[src/rtl/fetch_unit.sv]
// Instruction fetch stage: owns the fetch PC, issues word requests to imem,
// buffers in-order responses in a small queue and presents them to decode.
module fetch_unit #(
    parameter logic [31:0] RESET_PC = 32'h0000_0000,
    parameter int          QDEPTH   = 2,
    parameter int          MAX_OUT  = 2
) (
    input  logic        clk,
    input  logic        reset,
    output logic        imem_req_valid,
    input  logic        imem_req_ready,
    output logic [31:0] imem_addr,
    input  logic        imem_rsp_valid,
    input  logic [31:0] imem_rsp_data,
    output logic        instr_valid,
    input  logic        instr_ready,
    output logic [31:0] instr,
    output logic [31:0] instr_pc,
    output logic [31:0] pc_plus8,
    input  logic        redirect_valid,
    input  logic [31:0] redirect_pc
);

    localparam int PW = (QDEPTH > 1) ? $clog2(QDEPTH) : 1;
    localparam int CW = $clog2(QDEPTH + 1);
    localparam int OW = $clog2(MAX_OUT + 1);

    logic [31:0]   r_fetch_pc;
    logic [31:0]   r_rsp_pc;
    logic [OW-1:0] r_out_cnt;
    logic [OW-1:0] r_drop_cnt;
    logic [CW-1:0] r_count;
    logic [PW-1:0] r_rd_ptr;
    logic [PW-1:0] r_wr_ptr;
    logic [31:0]   r_q_data [QDEPTH];
    logic [31:0]   r_q_pc   [QDEPTH];

    logic          w_rsp_live;
    logic          w_drop;
    logic          w_push;
    logic          w_pop;
    logic          w_accept;
    logic [31:0]   w_credit_used;
    logic [31:0]   w_redirect_pc;
    logic [OW-1:0] w_out_next;
    logic          w_unused_pc_lsb;

    // A response with nothing outstanding is a protocol error and is ignored.
    assign w_rsp_live    = imem_rsp_valid && (r_out_cnt != '0);
    assign w_drop        = (r_drop_cnt != '0);
    assign w_push        = w_rsp_live && !w_drop && !redirect_valid;
    assign w_pop         = (r_count != '0) && instr_ready && !redirect_valid;
    assign w_accept      = imem_req_valid && imem_req_ready;
    assign w_redirect_pc = {redirect_pc[31:2], 2'b00};
    assign w_unused_pc_lsb = &{1'b0, redirect_pc[1:0]};

    // Queue slots already spoken for: held entries plus live (non-stale) requests.
    assign w_credit_used = 32'(r_count) + 32'(r_out_cnt) - 32'(r_drop_cnt);

    assign imem_req_valid = reset && !redirect_valid
                            && (32'(r_out_cnt) < 32'(MAX_OUT))
                            && (w_credit_used < 32'(QDEPTH));
    assign imem_addr      = r_fetch_pc;

    assign instr_valid = (r_count != '0);
    assign instr       = instr_valid ? r_q_data[r_rd_ptr] : 32'd0;
    assign instr_pc    = instr_valid ? r_q_pc[r_rd_ptr]   : 32'd0;
    assign pc_plus8    = instr_valid ? (r_q_pc[r_rd_ptr] + 32'd8) : 32'd0;

    always_comb begin
        w_out_next = r_out_cnt;
        if (w_accept) begin
            w_out_next = w_out_next + OW'(1);
        end
        if (w_rsp_live) begin
            w_out_next = w_out_next - OW'(1);
        end
    end

    always_ff @(posedge clk or negedge reset) begin
        if (!reset) begin
            r_fetch_pc <= RESET_PC;
            r_rsp_pc   <= RESET_PC;
            r_out_cnt  <= '0;
            r_drop_cnt <= '0;
            r_count    <= '0;
            r_rd_ptr   <= '0;
            r_wr_ptr   <= '0;
        end else if (redirect_valid) begin
            // Everything still in flight belongs to the old stream.
            r_fetch_pc <= w_redirect_pc;
            r_rsp_pc   <= w_redirect_pc;
            r_out_cnt  <= w_out_next;
            r_drop_cnt <= w_out_next;
            r_count    <= '0;
            r_rd_ptr   <= '0;
            r_wr_ptr   <= '0;
        end else begin
            r_out_cnt <= w_out_next;
            if (w_accept) begin
                r_fetch_pc <= r_fetch_pc + 32'd4;
            end
            if (w_rsp_live && w_drop) begin
                r_drop_cnt <= r_drop_cnt - OW'(1);
            end
            if (w_push) begin
                r_rsp_pc <= r_rsp_pc + 32'd4;
                r_wr_ptr <= r_wr_ptr + PW'(1);
            end
            if (w_pop) begin
                r_rd_ptr <= r_rd_ptr + PW'(1);
            end
            if (w_push && !w_pop) begin
                r_count <= r_count + CW'(1);
            end else if (!w_push && w_pop) begin
                r_count <= r_count - CW'(1);
            end
        end
    end

    always_ff @(posedge clk) begin
        if (w_push) begin
            r_q_data[r_wr_ptr] <= imem_rsp_data;
            r_q_pc[r_wr_ptr]   <= r_rsp_pc;
        end
    end

endmodule

[config.mk]
export PLATFORM = sky130hd
export DESIGN_NAME = fetch_unit
export DESIGN_NICKNAME = d
export VERILOG_FILES = /design/src/rtl/fetch_unit.sv
export SDC_FILE = /design/constraint.sdc
export NUM_CORES = 1
export LEC_CHECK = 0
export BUFFER_PORTS_ARGS = -buffer_cell sky130_fd_sc_hd__buf_2
export CORE_ASPECT_RATIO = 1.25
export CORE_MARGIN = 4
export CORE_UTILIZATION = 35
export CTS_CLUSTER_DIAMETER = 150
export CTS_CLUSTER_SIZE = 24
export DETAILED_ROUTE_END_ITERATION = 6
export HOLD_SLACK_MARGIN = 0.12
export PLACE_DENSITY = 0.56
export SLEW_MARGIN = 30
export SYNTH_ARGS = -nofsm -noshare
export SYNTH_HDL_FRONTEND = slang
export SYNTH_SLANG_ARGS = --single-unit
[constraint.sdc]
create_clock -name clk -period 8 [get_ports clk]
set_clock_uncertainty 0.05 [all_clocks]
set_input_delay 1.2 -clock clk [delete_from_list [all_inputs] [get_ports clk]]
set_output_delay 1.2 -clock clk [all_outputs]
set_load 0.01 [all_outputs]
* Word level (Yosys, flattened, before mapping)
Memories as Yosys holds them, arrays and structs flattened.
Index checks and enable logic that the tools add are counted.
** Cells by class
- $add $sub $neg :: 12
- Shift operators :: 0
- $mul :: 0
- Bitwise gates (word level) :: 0
- Mux-type cells :: 20
- Reduce and logical (&&, ||, !) cells :: 24
- Eq/ne operators :: 0
- Order comparisons :: 2
- Divide/modulo/power cells :: 0
** Operator list (number)
- 2-to-1 mux 32 bit :: 7
- adder 32 x 3 -> 32 bit (second input constant) :: 2
- adder 32 x 4 -> 32 bit (second input constant) :: 1
- < comparator 32 x 2 -> 1 bit (second input constant) :: 1
- 2-to-1 mux 2 bit :: 7
- nonzero test 2 bit :: 7
- logical AND 1 bit :: 12
- 2-to-1 mux 1 bit :: 6
- subtractor 2 x 1 -> 2 bit (second input constant) :: 3
- adder 2 x 1 -> 2 bit (second input constant) :: 2
- logical NOT 1 bit :: 4
- subtractor 3 x 2 -> 4 bit :: 1
- adder 2 x 2 -> 3 bit :: 1
- nonzero test 3 bit :: 1
- adder 1 bit (second input constant) :: 2
- < comparator 2 bit (second input constant) :: 1
** Storage, ports and cells
- Bits in registers :: 72
- Bits in read-only memories :: 0
- Bits of input ports :: 70
- RAM bits :: 128
- Bits in latches :: 0
- Memories kept :: 2
- Output and inout port bits :: 130
- Word-level logic and storage cells :: 67
** Memory list
- r_q_data :: words 2, bits a word 32, read ports 1, clocked after Yosys merged registers in 0, write ports 1, line 35 : logic [31:0] r_q_data [QDEPTH];
- r_q_pc :: words 2, bits a word 32, read ports 1, clocked after Yosys merged registers in 0, write ports 1, line 36 : logic [31:0] r_q_pc [QDEPTH];

* Depth between registers and ports, before layout
Gate-level depths: netlist of the first run.
- Word-level depth :: 9
- Depth in mapped cells :: 12
- Depth with buffers taken out :: 9

* Least setup slack after synthesis of the first run
No wires, ideal clock.
- Path type :: input to register
- Start :: input redirect_valid
- End :: memory r_q_data[1][0], enable pin
- Cell stages on the path :: 3
- Setup slack :: 1.227 ns
- Buffers on the path :: 2
- Arrival time :: 6.151 ns
- Path through :: clkbuf_1 -> buf_1 -> nor3b_1
** On the way
- Cells in the longest elaborated chain, start to end :: 4
** Ends and longest elaborated chain
- start: declaration :: line 20 : input logic redirect_valid,
- logical NOT 1 bit :: line 51 : assign w_push = w_rsp_live && !w_drop && !redirect_valid;
- logical AND 1 bit :: line 51
- 2-to-1 mux 1 bit :: line 122 : if (w_push) begin
- 2-to-1 mux 1 bit (not written as such) :: line 123 : r_q_data[r_wr_ptr] <= imem_rsp_data;
- end: declaration :: line 35
Every way passes these cells.

* Final worst setup path of the first run
- Start :: register r_rd_ptr
- End :: output pc_plus8[31]
** On the way
- Cells in the longest elaborated chain, start to end :: 3
** Ends and longest elaborated chain
- start: declaration :: line 33 : logic [PW-1:0] r_rd_ptr;
- start signal: assignment :: line 111 : r_rd_ptr <= r_rd_ptr + PW'(1);
- memory read (2 x 32 bit)
- adder 32 x 4 -> 32 bit :: line 68 : assign pc_plus8 = instr_valid ? (r_q_pc[r_rd_ptr] + 32'd8) : 32'd0;
- 2-to-1 mux 32 bit :: line 68
- end: declaration :: line 19 : output logic [31:0] pc_plus8,
Every way passes these cells.

==> flow_summary.toml, run 1 <==
[placed_design]
hpwl_um = 16870
place_area_um2 = 10750
io_buffers = 191
gp_congestion = 0.8041

[outcome]
status = "completed"

[setup_path]
crit_path_max_incr_delay_ns = 0.85
rrSetupSlack_ns = 4.19
timing.rr.start = "r_count[1]"
crit_chain = "mux2_2 -> ha_1 -> inv_1 -> a211oi_2 -> nand3_1 -> o31a_1 -> nor3_1 -> buf_2"
crit_arrival_ns = 3.48
worstPathRequired_ns = 6.75
timing.rr.end = "imem_addr[15]"
cp-end-kind = "output port"
critical_path.max_fanout = 52
cpMaxStageDelayCell = "dfrtp_4"
worstSetupStartpoint = "r_rd_ptr"
path_class = "register to output port"
r2r_cells = 7
crit_family = "compound AO/OA/AOI/OAI gates"
critPathLaunchType = "register"
cp_num_buf_inv = 2

[hold_path]
hp-class = "register to register"
holdPathStages = 0
hold_path_startpoint = "r_rsp_pc[27]"
holdPathEnd = "r_q_pc[0][27]"

[clock_tree]
post_cts_resize_count = 0
hold_buffers = 0
htreeDepth = 4
clock_latency_ns = 0.45
cts_buffer_depth = 2
root_buffer = "clkbuf_16"
postCtsSetupBuffers = 0
cts.sinks = 192
cts_buffers = 17
cts_tree = "built"
path_clk_slew_ns = 0.07

[die]
std_cell_rows = 67
die_area_um2 = 29730
io_pins = 200
initial_core_util_pct = 35.37
core_um2 = 26740
die_x_um = 155.0
die_height_um = 191.8

[yosys]
netlist_area_um2 = 9458
avgSynthCellArea_um2 = 11.38
seq_area_frac_synth_pct = 57.36
synth.distinct_cells = 66
synth-edff-count = 124
netlist_instances = 831
async_flop_share_pct = 35.42
ys_warn_count = 0
synth_top_flop_cell = "edfxtp_1"
synth_seq_cells = 192

[sta]
max_freq_mhz = 211.3
worst_pin_slew_ns = 0.8559
hold_viol_final = 0
hold-worst-slack_ns = 0.4816
setup_violations = 0
finalCritPeriodShare_pct = 59.15
final.setup.tns_ns = 0
max_slew_margin_pct = 42.94
fin_crit_ns = 4.732
slew_violations = 0
rsz0062_at_grt = "false"

[power]
p_per_area_nw_per_um2 = 234.8
total_power_mw = 2.671
power.leakage_nw = 4.398
irDropWorstVdd_v = 0.0001320

[layout]
fill_cells = 2593
final_nets = 1090
design_area_um2 = 11380
final_common_cell = "buf_2"
area_delta_synth_final_pct = 20.29
drive_gt1_share_pct = 25.29
final_core_util_pct = 42.54
final_cell_mix = "buf_2 (191), edfxtp_1 (124), nor2_1 (102)"
n_antenna_cell = 0

[routing]
drtAntennaViolNets = 0
drc = 0
drt_wl_total_um = 23790
via_per_inst = 5.188
first_iter_violations = 535
num_vias = 7102
drtPass1Iterations = 4
wl_per_cell_um = 17.37

[run]
maxCapViolCount = 0

[global_routing]
grt_pass1_wl_um = 37140
antenna_found_initial = 0
grt_use_total_pct = 15.80
grt_max_degree = 67
grt_pass1_vias = 6758
grt.overflow.total = 0
registers in the layout, summed over array words and instances (netlist names):
signal	count
r_q_data	64
r_q_pc	60
imem_addr	30
r_rsp_pc	30
r_count	2
r_drop_cnt	2
r_out_cnt	2
r_rd_ptr	1
r_wr_ptr	1
synth_stat cells, drive strengths merged, types with 3 or more instances:
| master | n | area (um2) |
|---|---|---|
| mux2 | 8 | 90.09 |
| o31a | 4 | 35.03 |
| nor3 | 21 | 110.1 |
| nand4b | 5 | 58.80 |
| a31oi | 7 | 43.79 |
| nor2 | 103 | 386.6 |
| and2 | 10 | 62.56 |
| nand3 | 41 | 210.2 |
| mux2i | 62 | 620.6 |
| ha | 7 | 87.58 |
| clkbuf | 28 | 105.1 |
| a21oi | 16 | 80.08 |
| buf | 19 | 140.1 |
| o21ai | 53 | 265.3 |
| nand4 | 26 | 162.7 |
| o311ai | 16 | 140.1 |
| and4 | 6 | 52.55 |
| o21a | 4 | 30.03 |
| nand3b | 8 | 72.57 |
| nand2 | 64 | 240.2 |
| edfxtp | 124 | 3724 |
| nor4 | 9 | 68.81 |
| a211oi | 3 | 32.53 |
| xnor2 | 25 | 219.0 |
| dfrtp | 68 | 1702 |
| nand2b | 5 | 31.28 |
| xor2 | 29 | 254.0 |
| inv | 12 | 45.04 |
| o211ai | 9 | 67.56 |
| and3 | 9 | 56.30 |
cell families after synthesis:
family / share of synthesized area, %
AND/OR/NAND/NOR: 16.52
flip-flops: 57.36
AO/OA/AOI/OAI: 9.142
multiplexers: 7.514
buffers and inverters: 3.069
XOR/XNOR: 5.001
adder cells (fa/ha/maj): 1.349
other: 0.03965
area by class of cell:
type	instances	area, um2	area share, %
timing repair buffer	203	1066	9.370
clock inverter	13	138.9	1.221
multi-input combinational	585	3802	33.42
clock buffer	19	464.2	4.080
sequential	192	5429	47.72
tap	345	431.7	3.794
inverter	12	45.04	0.3959
how the worst max path moves through the flow:
stage | depth (start not counted) | slack (ns) | end
floorplan | 3 | 1.23 | r_q_data[1][0]
global placement | 8 | 3.72 | pc_plus8[31]
detailed placement | 8 | 3.74 | pc_plus8[31]
CTS | 8 | 3.25 | pc_plus8[31]
global route | 8 | 3.10 | pc_plus8[31]
finish | 8 | 3.27 | pc_plus8[31]
per-stage QoR:
step	setup WS (ns)	cells
final	3.268	1369
after global routing	3.096	1369
after CTS	3.253	1368
after detailed placement	3.744	1336
after global placement	3.715	1336
after floorplan	1.227	836
report_power, final:
part           switching (mW)  total, mW  internal (mW)
Clock                   0.405      0.849          0.444
Combinational           0.350      0.580          0.230
Sequential             0.0882       1.24           1.15
layer usage:
| layer | GRT usage (%) | wire length [um] |
|---|---|---|
| met5 | 0 | 0 |
| met4 | 4.587 | 317 |
| met3 | 2.975 | 1133 |
| met2 | 24.97 | 11260 |
| met1 | 22.23 | 11070 |
Note: power is estimated with default switching activity, not from simulation.
==> run 2, diff against run 1 <==
--- a/config.mk
+++ b/config.mk
@@ -13,7 +13,7 @@
 export CTS_CLUSTER_SIZE = 24
 export DETAILED_ROUTE_END_ITERATION = 6
 export HOLD_SLACK_MARGIN = 0.12
-export PLACE_DENSITY = 0.56
+export PLACE_DENSITY = 0.58
 export SLEW_MARGIN = 30
 export SYNTH_ARGS = -nofsm -noshare
 export SYNTH_HDL_FRONTEND = slang
==> constraint.sdc (replaced) <==
create_clock -name clk -period 4.2 [get_ports clk]
set_clock_uncertainty 0.05 [all_clocks]
set_input_delay 0.63 -clock clk [delete_from_list [all_inputs] [get_ports clk]]
set_output_delay 0.63 -clock clk [all_outputs]
set_load 0.01 [all_outputs]
==> flow_summary.toml, run 2 (same netlist as run 1, synthesis figures left out) <==
[outcome]
status = "completed"

[sta]
final.setup.tns_ns = 0
hold_viol_final = 0
setup_violations = 0
max_slew_margin_pct = 42.28
rsz0062_at_grt = "false"
worst_pin_slew_ns = 0.8658
fin_crit_ns = 3.845
max_freq_mhz = 260.1
slew_violations = 0
finalCritPeriodShare_pct = 91.55

[die]
die_x_um = 155.0
io_pins = 200
core_um2 = 26740
die_height_um = 191.8
die_area_um2 = 29730
std_cell_rows = 67
initial_core_util_pct = 35.37

[global_routing]
grt.overflow.total = 0
grt_max_degree = 85
met1_usage_pct = 21.52
grt.busiest_layer = "met2"
grtUsageMet2_pct = 25.59
antenna_found_initial = 0
grt_pass1_wl_um = 37140
grt_pass1_vias = 6928
use_met3_pct = 2.524
grt_use_total_pct = 15.68

[layout]
area_delta_synth_final_pct = 20.24
largestRegisters = "r_q_data: 64 flops, r_q_pc: 60 flops"
top_register = "r_q_data"
final_nets = 1095
final_core_util_pct = 42.53
largest_reg_flops = 64
fill_cells = 2586
n_antenna_cell = 0
layout.cells.non_filler = 1373
final_common_cell = "buf_2"
final_cell_mix = "buf_2 (191), edfxtp_1 (124), nor2_1 (102)"
drive_gt1_share_pct = 25.19

[clock_tree]
root_buffer = "clkbuf_16"
cts_buffer_depth = 2
postCtsSetupBuffers = 0
path_clk_slew_ns = 0.07
clock_latency_ns = 0.43
cts_tree = "built"
cts_buffers = 17
htreeDepth = 4
cts.sinks = 192

[placed_design]
gp_congestion = 0.8108
hpwl_um = 16930
io_buffers = 191
place_inst = 1341

[power]
irDropWorstVdd_v = 0.0002695
pwr-share-comb_pct = 21.8
pwr-share-clk_pct = 31.1
p_seq_share_pct = 47.2
p_per_area_nw_per_um2 = 440.6
p_switching_mw = 1.517
power.leakage_nw = 4.407
switching_share_pct = 30.28
power.internal_mw = 3.493

[routing]
drc = 0
drtAntennaViolNets = 0
wl_per_cell_um = 17.25
drt_wl_total_um = 23680
num_vias = 7007
drtPass1Iterations = 5
via_per_inst = 5.103
first_iter_violations = 410

[setup_path]
critPathLaunchType = "register"
cp_num_buf_inv = 1
crit_path_max_incr_delay_ns = 0.75
crit_arrival_ns = 3.17
cpMaxStageDelayCell = "dfrtp_4"
worstPathRequired_ns = 3.52
crit_chain = "mux2i_1 -> a211oi_2 -> nand2_1 -> a2111oi_0 -> mux2_2 -> buf_2"
cp-end-kind = "output port"
crit_family = "compound AO/OA/AOI/OAI gates"
path_class = "register to output port"
critical_path.max_fanout = 35

[run]
maxCapViolCount = 0

[hold_path]
hp-class = "input port to register"
## run 2: changes by cell type in the layout (fill, tap and decap cells not counted), sizes merged
cell         previous run  this run
inv                    19        18
dlygate4sd3             0         1
clkinv                  6         3
bufinv                  0         1
clkbuf                 19        21
buf                   203       207
## run 2: through the flow
stage / worst slack (ns) / total power [mW] / area [um2] / hold WS, ns
after detailed placement: 0.6902 / 3.505 / 10800 / 0.4377
after global routing: 0.1400 / 5.313 / 11370 / 0.3183
final: 0.3550 / 5.011 / 11370 / 0.3393
after CTS: 0.3368 / 5.083 / 11370 / 0.3147
after floorplan: 0.1140 / 3.102 / 9487 / 0.2844
after global placement: 0.7683 / 3.481 / 10800 / 0.4390
## run 2: layer usage
metal,vias to the layer above,wire [um]
met5,-,0
met4,0,386
met3,24,1205
met2,224,11300
met1,3323,10790
li1,3436,-
## run 2: power groups by stage
stage | Clock, mW | Sequential (mW) | Combinational (mW)
after CTS | 1.61 | 2.36 | 1.11
after global routing | 1.69 | 2.39 | 1.23
after detailed placement | 0 | 2.40 | 1.10
after global placement | 0 | 2.40 | 1.09
after floorplan | 0 | 2.36 | 0.738
final | 1.56 | 2.36 | 1.09
## run 2: repair_timing
item	in CTS	in global routing
endpoints found under the hold margin	2	0
hold buffers	1	0
gates resized for setup	0	0
## run 2: worst paths after layout
path                                        start         endpoint  cells past startpoint  slack, ns
max in group asynchronous                   reset         r_rd_ptr                      3       2.67
min in group asynchronous                   reset    imem_addr[22]                      2       0.52
worst min-delay path            imem_rsp_data[26]  r_q_data[1][26]                      1       0.34
worst max register to register         r_count[1]    imem_addr[15]                      7       0.72
worst min register to register       r_rsp_pc[30]    r_q_pc[0][30]                      0       0.48
worst max-delay path                     r_rd_ptr     pc_plus8[24]                      6       0.35
## run 2: area by class of cell
class | instances | area [um2] | area share, %
flip-flops and latches | 192 | 5429 | 47.74
multi-input cells | 585 | 3804 | 33.45
repair buffers | 208 | 1102 | 9.693
clock buffers | 21 | 461.7 | 4.060
well taps | 345 | 431.7 | 3.796
clock inverters | 10 | 98.84 | 0.8692
inverters | 12 | 45.04 | 0.3961
